==> src/rtl/dual_ram_arbiter_pkg.sv <==
// dual_ram_arbiter_pkg: shared widths, requester limit and one-hot decode for the RAM arbiter.
package dual_ram_arbiter_pkg;
  localparam int DW_DEF = 32;
  localparam int AW_DEF = 12;
  localparam int NREQ_MAX = 8;
  localparam int IW = $clog2(NREQ_MAX);
  function automatic logic [IW-1:0] onehot_to_idx(input logic [NREQ_MAX-1:0] oh);
    logic [IW-1:0] idx;
    idx = '0;
    for (int i = 0; i < NREQ_MAX; i++) idx = oh[i] ? (idx | IW'(i)) : idx;
    return idx;
  endfunction
endpackage

==> src/rtl/dual_ram_arbiter_rr_arbiter.sv <==
// rr_arbiter: round-robin grant, first requester at or after the pointer wins.
module rr_arbiter
  import dual_ram_arbiter_pkg::*;
#(
  parameter int NREQ = 2
) (
  input  logic            clk,
  input  logic            rst,
  input  logic [NREQ-1:0] req,
  output logic [NREQ-1:0] gnt
);
  localparam int PW = NREQ > 1 ? $clog2(NREQ) : 1;
  logic [PW-1:0] ptr, nxt;
  logic [NREQ-1:0] hi, pick;
  logic [IW-1:0] g;
  // Requests at or above ptr take precedence; otherwise wrap to the lowest requester.
  always_comb begin
    hi = req & ~((NREQ'(1) << ptr) - NREQ'(1));
    pick = |hi ? hi : req;
    gnt = pick & (~pick + NREQ'(1));
    g = onehot_to_idx(NREQ_MAX'(gnt));
    nxt = int'(g) == NREQ - 1 ? '0 : PW'(int'(g) + 1);
  end
  always_ff @(posedge clk)
    if (rst) ptr <= '0;
    else if (|gnt) ptr <= nxt;
endmodule

==> src/rtl/dual_ram_arbiter.sv <==
// dual_ram_arbiter: independent round-robin write/read arbitration onto one dual-port RAM.
module dual_ram_arbiter
  import dual_ram_arbiter_pkg::*;
#(
  parameter int DW = DW_DEF,
  parameter int AW = AW_DEF,
  parameter int NREQ = 2
) (
  input  logic               clk,
  input  logic               rst,
  input  logic [NREQ-1:0]    req_wr_i,
  input  logic [NREQ*AW-1:0] req_waddr_i,
  input  logic [NREQ*DW-1:0] req_wdata_i,
  output logic [NREQ-1:0]    req_wgnt_o,
  input  logic [NREQ-1:0]    req_rd_i,
  input  logic [NREQ*AW-1:0] req_raddr_i,
  output logic [NREQ-1:0]    req_rgnt_o,
  output logic [NREQ-1:0]    req_rvalid_o,
  output logic [DW-1:0]      req_rdata_o,
  output logic               ram_w_en_o,
  output logic [AW-1:0]      ram_w_addr_o,
  output logic [DW-1:0]      ram_w_data_o,
  output logic               ram_r_en_o,
  output logic [AW-1:0]      ram_r_addr_o,
  input  logic [DW-1:0]      ram_r_data_i
);
  logic [NREQ-1:0] wreq, rreq, rtag;
  assign wreq = rst ? '0 : req_wr_i;
  assign rreq = rst ? '0 : req_rd_i;
  rr_arbiter #(.NREQ(NREQ)) u_wr (.clk(clk), .rst(rst), .req(wreq), .gnt(req_wgnt_o));
  rr_arbiter #(.NREQ(NREQ)) u_rd (.clk(clk), .rst(rst), .req(rreq), .gnt(req_rgnt_o));
  // Grants are one-hot or zero, so an AND-OR mux yields zero when idle.
  always_comb begin
    ram_w_addr_o = '0;
    ram_w_data_o = '0;
    ram_r_addr_o = '0;
    for (int k = 0; k < NREQ; k++) begin
      ram_w_addr_o = ram_w_addr_o | ({AW{req_wgnt_o[k]}} & req_waddr_i[k*AW +: AW]);
      ram_w_data_o = ram_w_data_o | ({DW{req_wgnt_o[k]}} & req_wdata_i[k*DW +: DW]);
      ram_r_addr_o = ram_r_addr_o | ({AW{req_rgnt_o[k]}} & req_raddr_i[k*AW +: AW]);
    end
  end
  assign ram_w_en_o = |req_wgnt_o;
  assign ram_r_en_o = |req_rgnt_o;
  always_ff @(posedge clk) rtag <= rst ? '0 : req_rgnt_o;
  assign req_rvalid_o = rtag;
  assign req_rdata_o = ram_r_data_i;
endmodule

==> config.mk <==
export PLATFORM = sky130hd
export DESIGN_NAME = dual_ram_arbiter
export DESIGN_NICKNAME = d
export VERILOG_FILES = /design/src/rtl/dual_ram_arbiter_pkg.sv /design/src/rtl/dual_ram_arbiter_rr_arbiter.sv /design/src/rtl/dual_ram_arbiter.sv
export SDC_FILE = /design/constraint.sdc
export NUM_CORES = 1
export LEC_CHECK = 0
export BUFFER_PORTS_ARGS = -buffer_cell sky130_fd_sc_hd__buf_2
export CAP_MARGIN = 20
export CORE_AREA = 5 5 93 95
export CTS_CLUSTER_DIAMETER = 40
export DETAILED_ROUTE_END_ITERATION = 7
export DIE_AREA = 0 0 98 100
export GPL_ROUTABILITY_DRIVEN = 0
export SLEW_MARGIN = 30
export SYNTH_ARGS = -nofsm -noshare
export SYNTH_HDL_FRONTEND = slang
export SYNTH_SLANG_ARGS = --single-unit
==> constraint.sdc <==
create_clock -name clk -period 0.9 [get_ports clk]
set_input_delay 0.045 -clock clk [delete_from_list [all_inputs] [get_ports clk]]
set_output_delay 0.045 -clock clk [all_outputs]
set_load 0.01 [all_outputs]
Word-level counts from Yosys, hierarchy flattened

Index checks and enable logic that the tools add are counted.

Input bits: 150
Output and inout bits: 96
Register bits: 4

Equal/unequal tests: 2
Add/subtract/negate cells: 6
Shift-type cells: 2
Mux-type cells: 8
Reductions and logical operators: 4
Bitwise gates (word level): 17

Operators with widths:

| kind                                                                | number |
|---|---|
| 32-bit bitwise AND                                                  | 2 |
| 12-bit bitwise AND                                                  | 4 |
| 32-bit OR                                                           | 1 |
| 12-bit OR                                                           | 2 |
| 2-bit bitwise AND                                                   | 4 |
| 2-bit 2-to-1 mux                                                    | 4 |
| 2-bit inverter                                                      | 4 |
| 2-bit OR reduction                                                  | 4 |
| 3-bit by 2-bit == test with 1-bit output (second input constant)    | 2 |
| 2-bit by 1-bit adder with 2-bit output (second input constant)      | 2 |
| 1-bit 2-to-1 mux                                                    | 4 |
| 1-bit by 1-bit << shifter with 2-bit output (first input constant)  | 2 |
| 2-bit by 1-bit subtractor with 2-bit output (second input constant) | 2 |
| 1-bit adder (second input constant)                                 | 2 |

Logic depth before layout (Yosys ltp)

Word-level depth: 12
Mapped depth: 5

By module

From an unflattened synthesis, not the netlist that was laid out.

Cells, all modules: 122
Area, all modules: 1052.3 um2

Modules (own cells, without submodules):

| module           | instances | area an instance (um2) | seq. area each (um2) | cells an instance |
|---|---|---|---|---|
| dual_ram_arbiter | 1         | 952.2                  | 40.0                 | 110 |
| rr_arbiter       | 2         | 50.0                   | 20.0                 | 6 |

Worst setup path after synthesis

No wires, ideal clock.

Path type: register to output
Start: register u_wr.ptr
End: output port ram_w_data_o[23]
Cell stages (with the launch flop): 6
Buffers on the path: 2
Path slack: -0.175 ns
Arrival time: 1.030 ns
Path through: dfxtp_1 > nand2b_1 > buf_6 > buf_8 > a32oi_1 > nor2_1

Longest elaborated chain between the ends: 11
Elaborated cells on any way between the ends: 12
Those cells by class: 2 x add/sub; 1 x shift; 1 x mux; 7 x bitwise; 1 x reduce/logical

Ends and longest elaborated chain:

| element                                       | line                              | RTL |
|---|---|---|
| start: declaration                            | dual_ram_arbiter_rr_arbiter.sv:13 | `logic [PW-1:0] ptr, nxt;` |
| start signal: assignment                      | dual_ram_arbiter_rr_arbiter.sv:26 | `else if (\|gnt) ptr <= nxt;` |
| 1-bit by 1-bit << shifter with 2-bit output * | dual_ram_arbiter_rr_arbiter.sv:18 | `hi = req & ~((NREQ'(1) << ptr) - NREQ'(1));` |
| 2-bit by 1-bit subtractor with 2-bit output * | dual_ram_arbiter_rr_arbiter.sv:18 |  |
| 2-bit inverter *                              | dual_ram_arbiter_rr_arbiter.sv:18 |  |
| 2-bit bitwise AND *                           | dual_ram_arbiter_rr_arbiter.sv:18 |  |
| 2-bit OR reduction                            | dual_ram_arbiter_rr_arbiter.sv:19 | `pick = \|hi ? hi : req;` |
| 2-bit 2-to-1 mux *                            | dual_ram_arbiter_rr_arbiter.sv:19 |  |
| 2-bit inverter                                | dual_ram_arbiter_rr_arbiter.sv:20 | `gnt = pick & (~pick + NREQ'(1));` |
| 2-bit by 1-bit adder with 2-bit output        | dual_ram_arbiter_rr_arbiter.sv:20 |  |
| 2-bit bitwise AND *                           | dual_ram_arbiter_rr_arbiter.sv:20 |  |
| 32-bit bitwise AND                            | dual_ram_arbiter.sv:39            | `ram_w_data_o = ram_w_data_o \| ({DW{req_wgnt_o[k]}} & req_wdata_i[k*DW +: DW]);` |
| 32-bit OR *                                   | dual_ram_arbiter.sv:39            |  |
| end: declaration                              | dual_ram_arbiter.sv:22            | `output logic [DW-1:0] ram_w_data_o,` |

Mark *: on every way between the ends. The rest lies on a longest branch, timed or not.

Final worst setup path

Ends and elaborated chain as after synthesis.

==> impl_results.rst <==
.. list-table::
   :header-rows: 1

   * - Metric
     - Value
   * - RSZ-0062 raised after global routing
     - true
   * - Share of the clock period used by the worst path after layout
     - 154.4%
   * - Syn Std Cell Area
     - 1334 um^2
   * - Most used flip-flop cell after synthesis
     - dfxtp_1
   * - Count leader, synth
     - nor2_1
   * - Switching share of power
     - between 30 and 40%
   * - Dominant cells by area after synthesis
     - a32oi_1, buf_4, nor2_1
   * - Drt first-iter violations
     - 59
   * - Placement Cell Area
     - 2125 um^2
   * - Post-synth net total
     - ~340
   * - Clock Tree Buf Depth
     - 2
   * - First element of the critical path
     - u_wr.ptr$_SDFFE_PP0P_
   * - I/O pin cnt
     - 246
   * - Vias in the first global route
     - 1985
   * - Detailed placer's ending HPWL
     - roughly 5.2 mm
   * - Worst EP arrival
     - 1.34 ns
   * - TritonCTS clock tree
     - yes
   * - Share of synthesized cell area in and, or, nand and nor gates
     - a little over a fifth
   * - Max-cap violations
     - 0
   * - Syn. warnings
     - 0
   * - Violations in the final reports
     - negative setup slack
   * - Max Freq
     - 0.7194 GHz
   * - Net total in the final layout
     - roughly 500
   * - Core ar.
     - 7647 um^2
   * - Share of power burned in combinational logic
     - around two thirds
   * - Post-synthesis sequential element count
     - 4
   * - Antenna diode count
     - 0
   * - Worst slew slack as a fraction of its limit
     - a little under nine tenths
   * - Clock share of power
     - between 20% and 30%
   * - Cell Pwr Density
     - 767.7 nW/um^2
   * - Setup Crit Path Kind
     - reg -> out
   * - Number of I/O port buffers
     - 181
   * - Antenna Nets Post-Route
     - 0
   * - Largest family of logic cells by synthesized area
     - compound AO/OA/AOI/OAI gates
   * - Total wirelength of the detailed-routed design
     - 6.703 mm
   * - Top fanout value on the critical path
     - 7
   * - Number of levels in the clock H-tree
     - 1
   * - Hold Path Class
     - in -> out
   * - Time the final worst path needs with I/O delays and setup
     - ~1.4 ns
   * - Via count normalized by instance count
     - 4.719
   * - Number of detailed-route iterations in the first pass
     - 4
   * - Post-synth EDFFs
     - 0
   * - Commonest cells in the netlist
     - nor2_1, a32oi_1, buf_4, buf_6, clkbuf_1
   * - Design area
     - 2310 um^2
   * - Via count of the routed design
     - 2062
   * - Setup-failing EPs final
     - 60
   * - Share of flip-flops with an asynchronous set or reset after synthesis
     - 0%
   * - Share of final-layout standard cells stronger than drive strength 1
     - about 64%
   * - DIE WIDTH
     - 98 um
   * - Site Rows
     - 32
   * - Number of max-slew violations in the final report
     - 0
   * - Number of fill cells in the layout
     - 851
   * - Kind of end point of the critical path
     - output pin
   * - Post-route DRC
     - 0
   * - Result of the run
     - finished with violations
   * - Sequential Power Share
     - 11.5%
   * - Clock buffer count from CTS
     - 3
   * - Reg-to-reg critical path startpoint
     - u_rd.ptr$_SDFFE_PP0P_
   * - Y dimension of the die
     - 100 um
   * - Synth cell types
     - 16
   * - Worst-Skew Late Latency
     - approximately 0.21 ns
   * - Clock transition at the registers of the reported paths
     - about 0.030 ns
   * - Die area
     - 9800 um^2
   * - Hold buffers post-CTS
     - 0
   * - Pin count of the biggest net entering global routing
     - 38
   * - Average wire per cell in the routed design
     - 15.34 um
   * - Post-synthesis mux area share
     - 0%
   * - Effective utilization at floorplan
     - roughly 17%
   * - Dpl ws
     - -0.2378 ns
   * - Global-route wire length before repair
     - about 9.7 mm
   * - Worst endpoint required time
     - between 0.8 and 0.9 ns
   * - Final setup skew
     - 0.003452 ns
   * - Number of antenna violations at the first check in global routing
     - 0
   * - Final core utilization
     - 30.20%
   * - Setup WS post-layout
     - -0.4900 ns
   * - Global Route Usage Sum
     - 11.81%
   * - Num Clock Sinks
     - 4
   * - Cell leakage power
     - 1.217 nW
   * - Internal power
     - 1.075 mW
   * - Net switching power
     - between 0.6 and 0.7 mW
   * - Synthesized area per cell
     - around 6.9 um^2
   * - Kind of start point of the critical path
     - register
   * - Compound-cell area share of the yosys netlist
     - 40.15%
   * - Synth-to-Final Area Change
     - 73.17%
   * - Worst supply voltage drop on vdd
     - 0.4265 mV
   * - Clock root cell
     - clkbuf_8
   * - Seq/Total Area, Yosys
     - 6.004%
   * - Count of endpoints failing hold in the final timing report
     - 0
   * - Xor and xnor area share after synthesis
     - 0%
   * - Area leader, netlist
     - a32oi_1
   * - Post-Synth Adder-Cell Area
     - 0%
   * - Worst-margin pin slew
     - 0.2224 ns
   * - Yosys top cell area share
     - 36.77%
   * - Startpoint of the worst hold path
     - ram_r_data_i[20]
   * - Number of instances in the synthesized netlist
     - 192
   * - Total congestion overflow after global routing
     - 0
-- power by group through the flow --
| stage | combinational (mW) | clock, mW | sequential (mW) |
|---|---|---|---|
| CTS | 1.14 | 0.397 | 0.205 |
| finish | 1.20 | 0.373 | 0.204 |
| floorplan | 0.755 | 0 | 0.208 |
| detailed placement | 1.12 | 0 | 0.207 |
| global placement | 1.10 | 0 | 0.206 |
| global route | 1.31 | 0.413 | 0.207 |
-- area by class of cell --
cell class	instances	area, um^2	area share, %
clock buffer	3	41.29	1.788
sequential	4	87.58	3.792
multi-input combinational	133	914.6	39.60
timing repair buffer	195	1139	49.30
tap	102	127.6	5.525
-- path summary, 6_finish.rpt --
path                                 to  slack [ns]  depth (start not counted)
max reg2reg  req_rvalid_o[0]$_SDFF_PP0_        0.04                          3
max                    ram_w_data_o[23]       -0.49                          6
min                     req_rdata_o[20]        0.09                          0
min reg2reg       u_wr.ptr$_SDFFE_PP0P_        0.47                          1
-- metrics by stage --
stage	std cells	power, mW	setup TNS, ns	hold slack (ns)
after floorplan	192	0.9630	-5.377	0.1818
after global routing	437	1.926	-29.57	0.09002
after detailed placement	429	1.325	-10.46	0.09007
after global placement	429	1.305	-9.348	0.09007
final	437	1.773	-25.40	0.09000
after CTS	434	1.746	-24.49	0.09007
-- critical path, cell delays in order, from the launching register on --
cell	delay [ns]
dfxtp_4	0.35
a21boi_4	0.21
buf_4	0.16
clkbuf_16	0.13
a32oi_1	0.05
nor2_1	0.10
buf_2	0.14
-- cells by family after synthesis --
| kind of cell | Yosys count |
|---|---|
| DFF | 4 |
| buffers and inverters | 56 |
| and+or+nand+nor | 72 |
| AOI/OAI and AO/OA | 60 |
-- repair_timing --
item,CTS,global route
resized for setup,5,9
pin swaps,2,1
setup endpoints to repair,61,63
hold endpoints to repair,0,0
cloned,1,2
setup buffers,1,1
-- registers in the layout, indices dropped and copies added, names as in the netlist --
register      cells
req_rvalid_o      2
u_rd.ptr          1
u_wr.ptr          1
-- routing by layer --
layer | up-vias | routed length [um] | track usage, %
li1 | 983 | - | -
met1 | 931 | 2231 | 11.00
met2 | 124 | 3602 | 23.19
met3 | 24 | 649 | 3.544
met4 | 0 | 218 | 5.857
met5 | - | 0 | 0
-- layout by cell type (no fill, tap or decap) --
master     instances
nor2b_1            2
buf_4              4
a32oi_2            5
nor2_2             1
dfxtp_4            2
nand2_4            1
nand2_2            1
a32oi_1           51
a21boi_4           2
dfxtp_1            2
clkbuf_16          2
buf_6              2
a211oi_1           2
buf_8              1
buf_2            180
nor2_1            63
nand2b_4           3
buf_12             6
clkbuf_8           3
nor2_4             1
nor2b_2            1
Note: power is estimated with default switching activity, not from simulation.
